===== src/rtl/game_timebase.sv =====
// Timing and randomness source for the reaction-game FSM: 1 ms tick, ms timer,
// seconds game-clock and a non-repeating random LED index.
module game_timebase #(
  parameter int          CLKS_PER_MS     = 50000,
  parameter int          MAX_MS          = 2047,
  parameter int          MIN_DELAY_MS    = 500,
  parameter int          DELAY_SPAN_LOG2 = 10,
  parameter int          GAME_SECONDS    = 60,
  parameter int          LED_NUM         = 18,
  parameter logic [15:0] LFSR_SEED       = 16'hACE1,
  localparam int         TW              = $clog2(MAX_MS),
  localparam int         GW              = $clog2(GAME_SECONDS),
  localparam int         RW              = (LED_NUM > 1) ? $clog2(LED_NUM) : 1
) (
  input  logic          clk,
  input  logic          reset,
  input  logic          ms_clear,
  input  logic          ms_countdown,
  input  logic          ms_enable,
  input  logic          game_clear,
  input  logic          game_enable,
  input  logic          rand_req,
  output logic          ms_tick,
  output logic [TW-1:0] timer_value,
  output logic [GW-1:0] game_timer_value,
  output logic [RW-1:0] random_value,
  output logic          random_valid
);

  localparam int              PW        = (CLKS_PER_MS > 1) ? $clog2(CLKS_PER_MS) : 1;
  localparam logic [PW-1:0]   TICK_LAST = PW'(CLKS_PER_MS - 1);
  localparam int              SW        = TW + 1;
  localparam logic [SW-1:0]   SUM_MAX   = SW'(MAX_MS);
  localparam logic [TW-1:0]   TIMER_MAX = TW'(MAX_MS);
  localparam logic [GW-1:0]   GAME_MAX  = GW'(GAME_SECONDS);
  localparam logic [RW-1:0]   LAST_IDX  = RW'(LED_NUM - 1);
  localparam logic [5:0]      LED_LIM   = 6'(LED_NUM);

  typedef enum logic {IDLE, SEARCH} rand_state_t;

  logic [PW-1:0] tick_cnt;
  logic [15:0]   lfsr;
  logic [9:0]    sec_cnt;
  logic [4:0]    attempts;
  rand_state_t   rand_state;

  logic [SW-1:0] delay_sum;
  logic [TW-1:0] delay_load;
  logic [4:0]    cand;
  logic          cand_ok;
  logic          force_next;
  logic [RW-1:0] next_idx;

  always_ff @(posedge clk or posedge reset) begin
    if (reset) begin
      tick_cnt <= '0;
      ms_tick  <= 1'b0;
    end else begin
      ms_tick  <= (tick_cnt == TICK_LAST);
      tick_cnt <= (tick_cnt == TICK_LAST) ? '0 : tick_cnt + 1'b1;
    end
  end

  // Galois form of x^16+x^14+x^13+x^11+1; a nonzero seed never reaches zero.
  always_ff @(posedge clk or posedge reset) begin
    if (reset) lfsr <= LFSR_SEED;
    else       lfsr <= {1'b0, lfsr[15:1]} ^ (lfsr[0] ? 16'hB400 : 16'h0000);
  end

  // The delay sum carries one extra bit so saturation can be detected.
  always_comb begin
    delay_sum  = SW'(MIN_DELAY_MS) + SW'(lfsr[DELAY_SPAN_LOG2-1:0]);
    delay_load = (delay_sum > SUM_MAX) ? TIMER_MAX : delay_sum[TW-1:0];
  end

  always_ff @(posedge clk or posedge reset) begin
    if (reset) begin
      timer_value <= '0;
    end else if (ms_clear) begin
      timer_value <= ms_countdown ? delay_load : '0;
    end else if (ms_enable && ms_tick) begin
      if (ms_countdown) begin
        if (timer_value != '0) timer_value <= timer_value - 1'b1;
      end else if (timer_value != TIMER_MAX) begin
        timer_value <= timer_value + 1'b1;
      end
    end
  end

  always_ff @(posedge clk or posedge reset) begin
    if (reset) begin
      sec_cnt          <= '0;
      game_timer_value <= '0;
    end else if (game_clear) begin
      sec_cnt          <= '0;
      game_timer_value <= '0;
    end else if (game_enable && ms_tick) begin
      if (sec_cnt == 10'd999) begin
        sec_cnt <= '0;
        if (game_timer_value != GAME_MAX) game_timer_value <= game_timer_value + 1'b1;
      end else begin
        sec_cnt <= sec_cnt + 1'b1;
      end
    end
  end

  // With a single LED no distinct index exists, so the search gives up at once.
  always_comb begin
    cand       = lfsr[4:0];
    cand_ok    = (LED_NUM > 1) && ({1'b0, cand} < LED_LIM) && (6'(cand) != 6'(random_value));
    force_next = (attempts == 5'd31) || (LED_NUM == 1);
    next_idx   = (random_value == LAST_IDX) ? '0 : random_value + 1'b1;
  end

  always_ff @(posedge clk or posedge reset) begin
    if (reset) begin
      rand_state   <= IDLE;
      random_value <= '0;
      random_valid <= 1'b1;
      attempts     <= '0;
    end else begin
      case (rand_state)
        IDLE: begin
          if (rand_req) begin
            rand_state   <= SEARCH;
            random_valid <= 1'b0;
            attempts     <= '0;
          end
        end
        SEARCH: begin
          if (cand_ok) begin
            random_value <= RW'(cand);
            random_valid <= 1'b1;
            rand_state   <= IDLE;
          end else if (force_next) begin
            random_value <= next_idx;
            random_valid <= 1'b1;
            rand_state   <= IDLE;
          end else begin
            attempts <= attempts + 1'b1;
          end
        end
        default: rand_state <= IDLE;
      endcase
    end
  end

endmodule


===== config.mk =====
export PLATFORM = sky130hd
export DESIGN_NAME = game_timebase
export DESIGN_NICKNAME = d
export VERILOG_FILES = /design/src/rtl/game_timebase.sv
export SDC_FILE = /design/constraint.sdc
export NUM_CORES = 1
export LEC_CHECK = 0
export ABC_AREA = 1
export ABC_CLOCK_PERIOD_IN_PS = 3000
export BUFFER_PORTS_ARGS = -buffer_cell sky130_fd_sc_hd__buf_2
export CORE_MARGIN = 1
export CORE_UTILIZATION = 24
export DETAILED_ROUTE_END_ITERATION = 16
export MAX_ROUTING_LAYER = met4
export PLACE_DENSITY = 0.38
export SYNTH_ARGS = -nofsm -noshare
export SYNTH_HDL_FRONTEND = slang
export SYNTH_SLANG_ARGS = --single-unit

===== constraint.sdc =====
create_clock -name clk -period 3 [get_ports clk]
set_input_delay 0.45 -clock clk [delete_from_list [all_inputs] [get_ports clk]]
set_output_delay 0.45 -clock clk [all_outputs]
set_load 0.02 [all_outputs]

# After elaboration in Yosys (flattened, before gate mapping)
# Cells that the tools add are included.
dict set report classes {
  bitwise_logic 2
  n_reduce_logical 15
  n_mux 31
  n_eq_ne 12
  add_sub_neg 8
  magnitude_cmp 2
}
# op n
set op_table {}
lappend op_table {{two-way mux 11 bit} 7}
lappend op_table {{two-way mux 16 bit} 2}
lappend op_table {{two-way mux 10 bit} 3}
lappend op_table {{two-way mux 5 bit} 6}
lappend op_table {{two-way mux 6 bit} 4}
lappend op_table {{adder 16 x 1 -> 16 bit, second input constant} 1}
lappend op_table {{== test 16 bit, second input constant} 1}
lappend op_table {{XOR 15 x 16 -> 16 bit} 1}
lappend op_table {{adder 11 x 1 -> 11 bit, second input constant} 1}
lappend op_table {{adder 9 x 10 -> 11 bit, first input constant} 1}
lappend op_table {{greater-than comparator 11 bit, second input constant} 1}
lappend op_table {{!= test 11 bit, second input constant} 1}
lappend op_table {{nonzero test 11 bit} 1}
lappend op_table {{subtractor 11 x 1 -> 11 bit, second input constant} 1}
lappend op_table {{adder 10 x 1 -> 10 bit, second input constant} 1}
lappend op_table {{adder 5 x 1 -> 5 bit, second input constant} 2}
lappend op_table {{== test 10 bit, second input constant} 1}
lappend op_table {{== test 5 bit, second input constant} 2}
lappend op_table {{one-hot mux 5 bit (2 select lines)} 1}
lappend op_table {{nonzero test 2 bit} 5}
lappend op_table {{AND reduction 3 bit} 3}
lappend op_table {{adder 6 x 1 -> 6 bit, second input constant} 1}
lappend op_table {{two-way mux 1 bit} 6}
lappend op_table {{!= test 2 bit, second input constant} 3}
lappend op_table {{other kinds (10)} 14}
dict set report totals {
  regBits 72
  input_bits 8
  elab_cells 80
  output_inout_bits 24
}

# Logic depth before layout (Yosys ltp)
# Gate-level depths: netlist of run 1.
dict set report logic_depth {
  word_depth 5
  mapped_depth 11
  mapped_depth_nobuf 10
}

# Worst setup path before layout of run 1
# Ideal clock, no wire load.
dict set report synth_path {
  kind {register -> register}
  start {register timer_value[0]}
  end {register timer_value[8]}
  synth_period_minus_slack_ps 1711
  stages_incl_launch_ff 10
  setup_time_ps 84
  required_ps 2916
  arrival_time_ps 1627
  path_buffers 0
  path_slack_ps 1289
  path_cell_list {dfrtp_1 > inv_1 > fa_1 > inv_1 > nand3_1 > nand3_1 > nand2_1 > nand3b_1 > nand3_1 > a21boi_0}
}
dict set report synth_via {
  elab_chain_cells 5
  elab_cells_between_ends 12
  cone_classes {add/sub (2); eq/ne (2); mux (5); reduce/logical (3)}
}
# item line_no
set synth_lines {}
lappend synth_lines {{start: declaration} 24} ;# output logic [TW-1:0] timer_value,
lappend synth_lines {{start signal: assignment} 80} ;# timer_value <= ms_countdown ? delay_load : '0;
lappend synth_lines {{start signal: assignment} 83} ;# if (timer_value != '0) timer_value <= timer_value - 1'b1;
lappend synth_lines {{start signal: assignment} 85} ;# timer_value <= timer_value + 1'b1;
lappend synth_lines {{adder 11 x 1 -> 11 bit / subtractor 11 x 1 -> 11 bit (equally long branches)} {85, 83}}
lappend synth_lines {{two-way mux 11 bit (on tied branches)} {84, 83}}
lappend synth_lines {{two-way mux 11 bit} 82} ;# if (ms_countdown) begin
lappend synth_lines {{two-way mux 11 bit} 81} ;# end else if (ms_enable && ms_tick) begin
lappend synth_lines {{two-way mux 11 bit} 79} ;# end else if (ms_clear) begin
# Several ways; a longest one is shown, not always the timed one. The select of a mux whose other input is x is not followed.
# A chain may end at the register's enable or synchronous reset.

# Final worst setup path of run 1
# Same ends and word-level chain as after synthesis.

==> results of run 1 <==
[kinds of logic (layout without fill, tap and decap cells)]
kind of cell / Yosys count / count (layout) / share of synthesized area
DFF: 72 / 72 / 0.418
buffers and inverters: 90 / 137 / 0.0805
xor gates and xnor gates: 22 / 22 / 0.0444
AOI/OAI and AO/OA: 52 / 52 / 0.0681
and+or+nand+nor: 325 / 325 / 0.329
adders and majority gates: 20 / 20 / 0.0595
[synth_stat cells]
cell type,count
a211oi_1,2
a21boi_0,2
a21oi_1,19
a31oi_1,1
buf_2,3
buf_6,1
clkbuf_1,1
clkinv_1,2
dfrtp_1,63
dfstp_2,9
fa_1,1
ha_1,19
inv_1,82
inv_2,1
nand2_1,157
nand2_2,3
nand2b_1,1
nand3_1,52
nand3_2,3
nand3b_1,4
nand4_1,13
nor2_1,63
nor2_2,2
nor2_4,1
nor3_1,16
nor3_2,1
nor3b_1,4
nor4_1,1
o21ai_0,23
o21ai_2,1
o22ai_1,3
o31ai_4,1
or2_2,4
xnor2_1,3
xor2_1,19
[power by group]
| group | leakage (nW) | switching (mW) | internal [mW] | total (mW) |
|---|---|---|---|---|
| combinational | 1.46 | 0.550 | 0.277 | 0.826 |
| sequential | 0.929 | 0.119 | 1.06 | 1.18 |
| clock | 0.139 | 0.409 | 0.627 | 1.04 |
[flip-flops by register name, summed over array words and instances, names as in the netlist]
signal	flops
rand_state	1
sec_cnt	10
random_valid	1
ms_tick	1
game_timer_value	6
attempts	5
timer_value	11
random_value	5
tick_cnt	16
lfsr	16
[worst max path at each step]
stage | from | end | slack (ns) | cells past startpoint
after floorplan | reset | attempts[0]$_DFFE_PP0P_ | 0.74 | 1
after global placement | ms_countdown | timer_value[8]$_DFFE_PP0P_ | 0.93 | 11
after detailed placement | ms_countdown | timer_value[8]$_DFFE_PP0P_ | 0.88 | 10
after CTS | timer_value[0]$_DFFE_PP0P_ | timer_value[8]$_DFFE_PP0P_ | 1.17 | 9
after global routing | timer_value[0]$_DFFE_PP0P_ | timer_value[8]$_DFFE_PP0P_ | 0.96 | 9
final | timer_value[0]$_DFFE_PP0P_ | timer_value[8]$_DFFE_PP0P_ | 1.17 | 9
[cell type report]
type                            count  area, sq um
Sequential cell                    72         1810
Fill cell                        1898        12400
Clock inverter                      2         12.5
Multi-Input combinational cell    419         2170
Inverter                           85          319
Timing Repair Buffer               36          193
Clock buffer                       14          274
Tap cell                          225          282
[placed cells by master, fill, tap and decap left out, drive strengths merged, types with 2 or more instances in the layout]
| master | Yosys | layout |
|---|---|---|
| nand4 | 13 | 13 |
| nand3b | 4 | 4 |
| xor2 | 19 | 19 |
| o22ai | 3 | 3 |
| o21ai | 24 | 24 |
| xnor2 | 3 | 3 |
| a21oi | 19 | 19 |
| dfstp | 9 | 9 |
| clkinv | 2 | 3 |
| nor2 | 66 | 66 |
| nor3 | 17 | 17 |
| a21boi | 2 | 2 |
| or2 | 4 | 4 |
| buf | 4 | 36 |
| ha | 19 | 19 |
| dfrtp | 63 | 63 |
| nand2 | 160 | 160 |
| inv | 83 | 83 |
| nor3b | 4 | 4 |
| a211oi | 2 | 2 |
| clkbuf | 1 | 14 |
| nand3 | 55 | 55 |
[metal layers]
metal  wire length [microns]  vias to the layer above
met1                    5250                     1776
li1                        -                     1949
met5                       0                        -
met2                    4950                       31
met3                     222                       14
met4                     199                        0
==> results_dict.tcl, run 1 <==
set metrics [dict create \
    cp_max_fo 6 \
    slew_viol_final 0 \
    die_w_microns 136 \
    dp_hpwl_microns 7910 \
    cts_tree "built" \
    grt_pass1_vias 3687 \
    vias_per_cell 4.42 \
    synth_fp_nets 609 \
    core_sq_um 17500 \
    fmax_mhz 546 \
    rrSetupSlack_ns 1.17 \
    clk_pin_slew_worst_paths_ns 0.06 \
    drive_gt1_frac 0.123 \
    leakagePower_nw 2.53 \
    timing.final.ws_setup_ns 1.17 \
    place_ws_ns 0.877 \
    fin_crit_sh 0.610 \
    cpPeakStageDelay_ns 0.46 \
    drt_iter0_markers 167 \
    worstSetupEndpointType "flip-flop" \
    final_util 0.290 \
    antenna_found_initial 0 \
    r2r_end "timer_value[8]$_DFFE_PP0P_" \
    drtPass1Iterations 4 \
    initial_core_util 0.248 \
    relSlewSlack 0.531 \
    tightest_slew_ns 0.703 \
    grt_use_met2 0.201 \
    cts_inserted_buffers 9 \
    crit_required_ns 3.26 \
    synthTopCellsByArea "dfrtp_1 36%, nand2_1 14%, inv_1 7.1%, nand3_1 6.0%, ha_1 5.5%" \
    dp.cells 837 \
    synth.largest_area_cell "dfrtp_1" \
    setup_tns_ns 0 \
    met1_usage 0.168 \
    peakVddDrop_mv 0.241 \
    hold_class "in -> async" \
    cts_resized 0 \
    fin_skew_ns 0.00734 \
    wirelength_microns 10600 \
    vias 3770 \
    status "completed" \
    ys_seq_elements 72 \
    syn_area_per_cell_sq_um 7.46 \
    htreeDepth 3 \
    grt_use_total 0.131 \
    finalHoldViolations 0 \
    synth_top_area_frac 0.364 \
    post-route-min-period_ns 1.83 \
    ys_types 35 \
    cts_buffer_depth 2 \
    p_per_area_nw_per_um2 600 \
    nNetsFinal 651 \
    synthToLayoutAreaGrowth_pct 16.9 \
    io_buffers 31 \
    path_cells "inv_1 -> fa_1 -> inv_1 -> nand3_1 -> nand3_1 -> nand2_1 -> nand3b_1 -> nand3_1 -> a21boi_0" \
    placed_area_sq_um 4780 \
    cts_post_setup_buffers_inserted 0 \
    cap_violations 0 \
    whs_ns 0.225 \
    top_usage_layer "met2" \
    final_cells 853 \
    yosys_warnings 0 \
    wl_per_cell_microns 12.5 \
    crit_path_start_kind "flip-flop" \
    post-route-drc-count 0 \
    clock_sinks 72 \
    ioPinCount 32 \
    diodes 0 \
    final_cell_area_sq_um 5070 \
    dieArea_sq_um 18600 \
    synth-seq-area-share 0.418 \
    root_buffer "clkbuf_16" \
    antenna_left 0 \
    syn_inst 581 \
    setup_viol 0 \
    grt_pass1_wl_microns 18300 \
    die_height_microns 136 \
    grt_max_degree 33 \
    crit_family "simple AND/OR/NAND/NOR gates" \
    path_class "reg -> reg" \
    cts_hold_buffers 0 \
    r2r-start "timer_value[0]$_DFFE_PP0P_" \
    rsz0062_at_grt "no" \
    use_met3 0.0205 \
    finalPower_mw 3.04 \
    cp_num_buf_inv 2 \
    grt_overflow 0 \
    critPathSlowestCell "dfrtp_1" \
    place.gp.congestion 0.827 \
    clk_latency_ns 0.34 \
    synth_area_sq_um 4340 \
    cp.arrival_ns 2.09 \
    cp_common_cell "nand3_1" \
    rows 48 \
    r2r_cells 9 \
]
No activity file was read; power rests on OpenSTA's default activity.
==> run 2: changes to the inputs <==
--- a/config.mk
+++ b/config.mk
@@ -6,7 +6,7 @@
 export NUM_CORES = 1
 export LEC_CHECK = 0
 export ABC_AREA = 1
-export ABC_CLOCK_PERIOD_IN_PS = 3000
+export ABC_CLOCK_PERIOD_IN_PS = 1700
 export BUFFER_PORTS_ARGS = -buffer_cell sky130_fd_sc_hd__buf_2
 export CORE_MARGIN = 1
 export CORE_UTILIZATION = 24
==> constraint.sdc (replaced) <==
create_clock -name clk -period 1.7 [get_ports clk]
set_input_delay 0.255 -clock clk [delete_from_list [all_inputs] [get_ports clk]]
set_output_delay 0.255 -clock clk [all_outputs]
set_load 0.02 [all_outputs]
==> run 2 against run 1 <==
Against the previous run:
- via count rose by 2.5%
- maximum frequency rose by 14%
- non-clock buffer count increased by 38
- clock-buffer cell count fell by 5
- clock power up 67%
- final cell count is 4.6% higher
- worst setup slack got worse by 1.1 ns
- critical path type unchanged
- critical endpoint is now game_timer_value[1]$_DFFE_PP0P_
- highest routed layer unchanged
==> results_dict.tcl, run 2 (same netlist as run 1, synthesis figures left out) <==
set metrics [dict create \
    hold_class "in -> reg" \
    rrSetupSlack_ns 0.09 \
    whs_ns 0.189 \
    worstSetupEndpointType "flip-flop" \
    critPathSlowestCell "dfrtp_1" \
    root_buffer "clkbuf_16" \
    dieArea_sq_um 18600 \
    drtPass1Iterations 4 \
    antenna_found_initial 0 \
    setup_viol 0 \
    cap_violations 0 \
    final_util 0.317 \
    cts_inserted_buffers 9 \
    nNetsFinal 690 \
    dp_hpwl_microns 8180 \
    crit_required_ns 1.96 \
    cp_common_cell "nand2_2" \
    fin_skew_ns 0.00699 \
    slew_viol_final 0 \
    antenna_left 0 \
    rows 48 \
    reg.largest.list "lfsr (16), tick_cnt (16), timer_value (11)" \
    initial_core_util 0.248 \
    vias_per_cell 4.33 \
    fmax_mhz 621 \
    die_w_microns 136 \
    post-route-min-period_ns 1.61 \
    synthToLayoutAreaGrowth_pct 27.7 \
    mostFrequentLayoutCells "154 x nand2_1, 78 x inv_1, 63 x nor2_1" \
    r2r-start "sec_cnt[1]$_DFFE_PP0P_" \
    crit_path_start_kind "flip-flop" \
    nFillCells 1850 \
    path_cells "ha_2 -> nand2_2 -> nor2_1 -> nand3b_1 -> nand2_2 -> nand2_4 -> nor2_4 -> buf_6 -> nand3_1 -> o21ai_1" \
    cp.arrival_ns 1.87 \
    core_sq_um 17500 \
    finalHoldViolations 0 \
    drt_iter0_markers 223 \
    clk_latency_ns 0.34 \
    wirelength_microns 10800 \
    htreeDepth 3 \
    wl_per_cell_microns 12.1 \
    vias 3866 \
    place_ws_ns -0.0926 \
    io_buffers 31 \
    grt_use_total 0.129 \
    p_per_area_nw_per_um2 1010 \
    cts_tree "built" \
    cp-startpoint "sec_cnt[1]$_DFFE_PP0P_" \
    grt_pass1_vias 3886 \
    diodes 0 \
    holdPathStages 3 \
    clk_pin_slew_worst_paths_ns 0.06 \
    fin_crit_sh 0.947 \
    grt_max_degree 44 \
    relSlewSlack 0.714 \
    leakagePower_nw 2.72 \
    finalPower_mw 5.59 \
    status "completed" \
    grt_pass1_wl_microns 18200 \
    ioPinCount 32 \
    path_class "reg -> reg" \
    drive_gt1_frac 0.219 \
    cts_buffer_depth 2 \
    final_common_cell "nand2_1" \
    endpoint "game_timer_value[1]$_DFFE_PP0P_" \
    grt_overflow 0 \
    cp_max_fo 4 \
    tightest_slew_ns 0.426 \
    post-route-drc-count 0 \
    cpPeakStageDelay_ns 0.40 \
    peakVddDrop_mv 0.368 \
    die_height_microns 136 \
    r2r_cells 10 \
    timing.final.ws_setup_ns 0.0909 \
    r2r_end "game_timer_value[1]$_DFFE_PP0P_" \
    place.gp.congestion 0.847 \
    clock_sinks 72 \
]
## run 2: changes by cell type in the layout (fill, tap and decap cells not counted), sizes merged
cell	before	now
buf	36	73
clkinv	3	5
clkinvlp	1	5
clkbuf	14	9
dlygate4sd3	0	1
## run 2: metrics by stage
step / cells / area (sq um) / setup TNS [ns]
floorplan: 581 / 4340 / 0
detailed placement: 869 / 5040 / -0.207
global route: 892 / 5540 / -0.0732
global placement: 869 / 5040 / -0.120
finish: 892 / 5540 / 0
CTS: 886 / 5320 / 0
## run 2: worst min path at each step
stage                  startpoint                              end
3_3_place_gp                reset  game_timer_value[5]$_DFFE_PP0P_
4_1_cts               game_enable           sec_cnt[0]$_DFFE_PP0P_
3_5_place_dp                reset  game_timer_value[5]$_DFFE_PP0P_
2_1_floorplan  lfsr[12]$_DFF_PP0_               lfsr[11]$_DFF_PP1_
5_1_grt               game_enable           sec_cnt[0]$_DFFE_PP0P_
6_report              game_enable           sec_cnt[0]$_DFFE_PP0P_
## run 2: cell type report
cell class | count | area, sq um | area share
repair inverters | 1 | 7.51 | 0.00136
clock inverters | 7 | 47.5 | 0.00859
inverters | 85 | 327 | 0.0590
multi-input cells | 419 | 2320 | 0.420
repair buffers | 74 | 500 | 0.0904
flip-flops and latches | 72 | 1820 | 0.329
clock buffers | 9 | 225 | 0.0407
well taps | 225 | 282 | 0.0509
## run 2: repair_timing
item	CTS	global route
setup endpoints to repair	0	26
hold buffers	1	0
buffers inserted	0	5
resized for setup	0	40
hold endpoints to repair	14	0
## run 2: layer usage
| metal | track usage | up-vias | wire length [microns] |
|---|---|---|---|
| li1 | - | 2024 | - |
| met4 | 0.0623 | 0 | 210 |
| met3 | 0.0164 | 15 | 228 |
| met1 | 0.159 | 1788 | 5270 |
| met2 | 0.206 | 39 | 5080 |
| met5 | - | - | 0 |
## run 2: power breakdown
part / switching (mW) / internal [mW]
clock network: 0.756 / 0.986
logic: 1.06 / 0.714
registers: 0.200 / 1.87
total: 2.02 / 3.57
## run 2: worst max-delay path: cells and delay by family (launching register included)
| family | cells | cell delay, ns |
|---|---|---|
| simple gates | 7 | 0.69 |
| fa+ha+maj | 1 | 0.23 |
| flops | 1 | 0.40 |
| compound gates | 1 | 0.08 |
| buf+inv | 1 | 0.12 |
==> run 3: changes to the inputs <==
--- a/config.mk
+++ b/config.mk
@@ -6,13 +6,14 @@
 export NUM_CORES = 1
 export LEC_CHECK = 0
 export ABC_AREA = 1
-export ABC_CLOCK_PERIOD_IN_PS = 1700
+export ABC_CLOCK_PERIOD_IN_PS = 1900
 export BUFFER_PORTS_ARGS = -buffer_cell sky130_fd_sc_hd__buf_2
 export CORE_MARGIN = 1
 export CORE_UTILIZATION = 24
 export DETAILED_ROUTE_END_ITERATION = 16
 export MAX_ROUTING_LAYER = met4
 export PLACE_DENSITY = 0.38
+export SETUP_SLACK_MARGIN = 0.2
 export SYNTH_ARGS = -nofsm -noshare
 export SYNTH_HDL_FRONTEND = slang
 export SYNTH_SLANG_ARGS = --single-unit
==> constraint.sdc (replaced) <==
create_clock -name clk -period 1.9 [get_ports clk]
set_input_delay 0.19 -clock clk [delete_from_list [all_inputs] [get_ports clk]]
set_output_delay 0.19 -clock clk [all_outputs]
set_load 0.02 [all_outputs]
==> run 3 against run 2 <==
Against the previous run:
- die area stayed put
- non-clock buffer count is 26 lower
- worst setup slack better by 0.21 ns
- clock power is 4% lower
- total power is 11% lower
- first-iteration DRC count is 24% lower
- sequential share of layout area is 1.0 points higher
- final area is 3.0% lower
- worst hold slack worse by 0.067 ns
- critical path type unchanged
- critical endpoint is now timer_value[10]$_DFFE_PP0P_
- highest routed layer unchanged
==> results_dict.tcl, run 3 (same netlist as run 1, synthesis figures left out) <==
set metrics [dict create \
    status "completed" \
    wl_per_cell_microns 12.3 \
    r2r_end "timer_value[10]$_DFFE_PP0P_" \
    grt_overflow 0 \
    setup_viol 0 \
    p_per_area_nw_per_um2 931 \
    r2r-start "timer_value[9]$_DFFE_PP0P_" \
    root_buffer "clkbuf_16" \
    fin_crit_sh 0.840 \
    internal_power_mw 3.23 \
    hold_end "sec_cnt[0]$_DFFE_PP0P_" \
    place.gp.congestion 0.835 \
    clock_sinks 72 \
    antenna_left 0 \
    grt_use_total 0.126 \
    rrSetupSlack_ns 0.30 \
    cp_max_fo 5 \
    clk_pin_slew_worst_paths_ns 0.06 \
    antenna_found_initial 0 \
    diodes 0 \
    setup_tns_ns 0 \
    worstHoldStart "game_enable" \
    synthToLayoutAreaGrowth_pct 23.9 \
    cap_violations 0 \
    finalPower_mw 5.00 \
    fin_skew_ns 0.00892 \
    seqCellArea_sq_um 1820 \
    p_sw_mw 1.78 \
    relSlewSlack 0.632 \
    cp-startpoint "timer_value[9]$_DFFE_PP0P_" \
    grt_pass1_wl_microns 17500 \
    final_common_cell "nand2_1" \
    p_clk_frac 0.334 \
    tightest_slew_ns 0.551 \
    cp.arrival_ns 1.82 \
    reg.largest.list "lfsr (16), tick_cnt (16), timer_value (11)" \
    post-route-drc-count 0 \
    timing.final.ws_setup_ns 0.304 \
    grt_pass1_vias 3539 \
    core_sq_um 17500 \
    clk_latency_ns 0.34 \
    die_w_microns 136 \
    rows 48 \
    vias_per_cell 4.40 \
    path_class "reg -> reg" \
    peakVddDrop_mv 0.374 \
    cts_buffer_depth 2 \
    slew_viol_final 0 \
    final_cell_area_sq_um 5370 \
    post-route-min-period_ns 1.60 \
    final_util 0.307 \
    drtPass1Iterations 4 \
    placed_area_sq_um 4850 \
    rsz0062_at_grt "yes" \
    r2r_cells 8 \
    io_buffers 31 \
    crit_required_ns 2.12 \
    finalHoldViolations 0 \
    dp_hpwl_microns 7900 \
    crit_path_start_kind "flip-flop" \
    multi_input_area_sq_um 2330 \
    nNetsFinal 664 \
    leakagePower_nw 2.61 \
    place_ws_ns 0.0338 \
    grt_max_degree 31 \
    swShare 0.355 \
    holdPathStages 3 \
    dieArea_sq_um 18600 \
    fmax_mhz 627 \
    die_height_microns 136 \
    cts_tree "built" \
    seqPwrFrac 0.374 \
    hold_class "in -> reg" \
    nFillCells 1847 \
    worstSetupEndpointType "flip-flop" \
    vias 3808 \
    drive_gt1_frac 0.186 \
    drt_iter0_markers 170 \
    power_frac_comb 0.292 \
    initial_core_util 0.248 \
    htreeDepth 3 \
    ioPinCount 32 \
    wirelength_microns 10700 \
    cts_inserted_buffers 9 \
    mostFrequentLayoutCells "155 x nand2_1, 80 x inv_1, 62 x nor2_1" \
]
[run 3: changes by cell type in the layout (fill, tap and decap cells not counted), sizes merged]
cell / change
buf: -26
bufinv: +1
clkbuf: +1
clkinv: -1
inv: -1
[run 3: metrics by stage]
stage,hold slack [ns],cells
after floorplan,0.333,581
after global placement,0.264,842
after detailed placement,0.276,842
after CTS,0.112,859
after global routing,0.144,866
final,0.121,866
[run 3: layout make-up]
cell class / instances / share of cell area
multi-input combinational: 419 / 0.434
sequential: 72 / 0.339
inverter: 85 / 0.0608
timing repair buffer: 48 / 0.0578
tap: 225 / 0.0524
clock buffer: 10 / 0.0426
clock inverter: 6 / 0.0112
timing repair inverter: 1 / 0.00140
[run 3: how the worst max path moves through the flow]
| stage | endpoint |
|---|---|
| 2_1_floorplan | timer_value[3]$_DFFE_PP0P_ |
| 3_3_place_gp | timer_value[8]$_DFFE_PP0P_ |
| 3_5_place_dp | timer_value[8]$_DFFE_PP0P_ |
| 4_1_cts | timer_value[8]$_DFFE_PP0P_ |
| 5_1_grt | timer_value[7]$_DFFE_PP0P_ |
| 6_report | timer_value[10]$_DFFE_PP0P_ |
[run 3: worst max-delay path, cell delays in order (launching register included)]
cell     delay, ns
dfrtp_1       0.45
ha_4          0.32
nand2_1       0.08
nor2_1        0.17
nand3_1       0.15
nand3_1       0.11
nand2_1       0.05
nand3_1       0.08
a21oi_1       0.07
[run 3: routing by layer]
metal  GRT usage  vias to the layer above  part of all wire
met2       0.197                       52              0.46
met5           -                        -                 0
met3      0.0276                       12             0.036
li1            -                     1972                 -
met4      0.0519                        0             0.017
met1       0.156                     1772              0.48
[run 3: power groups by stage]
| stage | logic, mW | registers, mW | clock network (mW) |
|---|---|---|---|
| floorplan | 0.910 | 1.94 | 0 |
| global placement | 1.36 | 1.87 | 0 |
| detailed placement | 1.35 | 1.88 | 0 |
| CTS | 1.37 | 1.85 | 1.76 |
| global route | 1.66 | 1.90 | 1.81 |
| finish | 1.46 | 1.87 | 1.67 |
[run 3: what timing repair did]
item | 4_1_cts | 5_1_grt
pin swaps | 0 | 2
endpoints found under the hold margin | 13 | 0
buffers inserted | 0 | 6
setup endpoints to repair | 2 | 26
gates cloned | 0 | 1
resized for setup | 2 | 34
hold buffers | 1 | 0
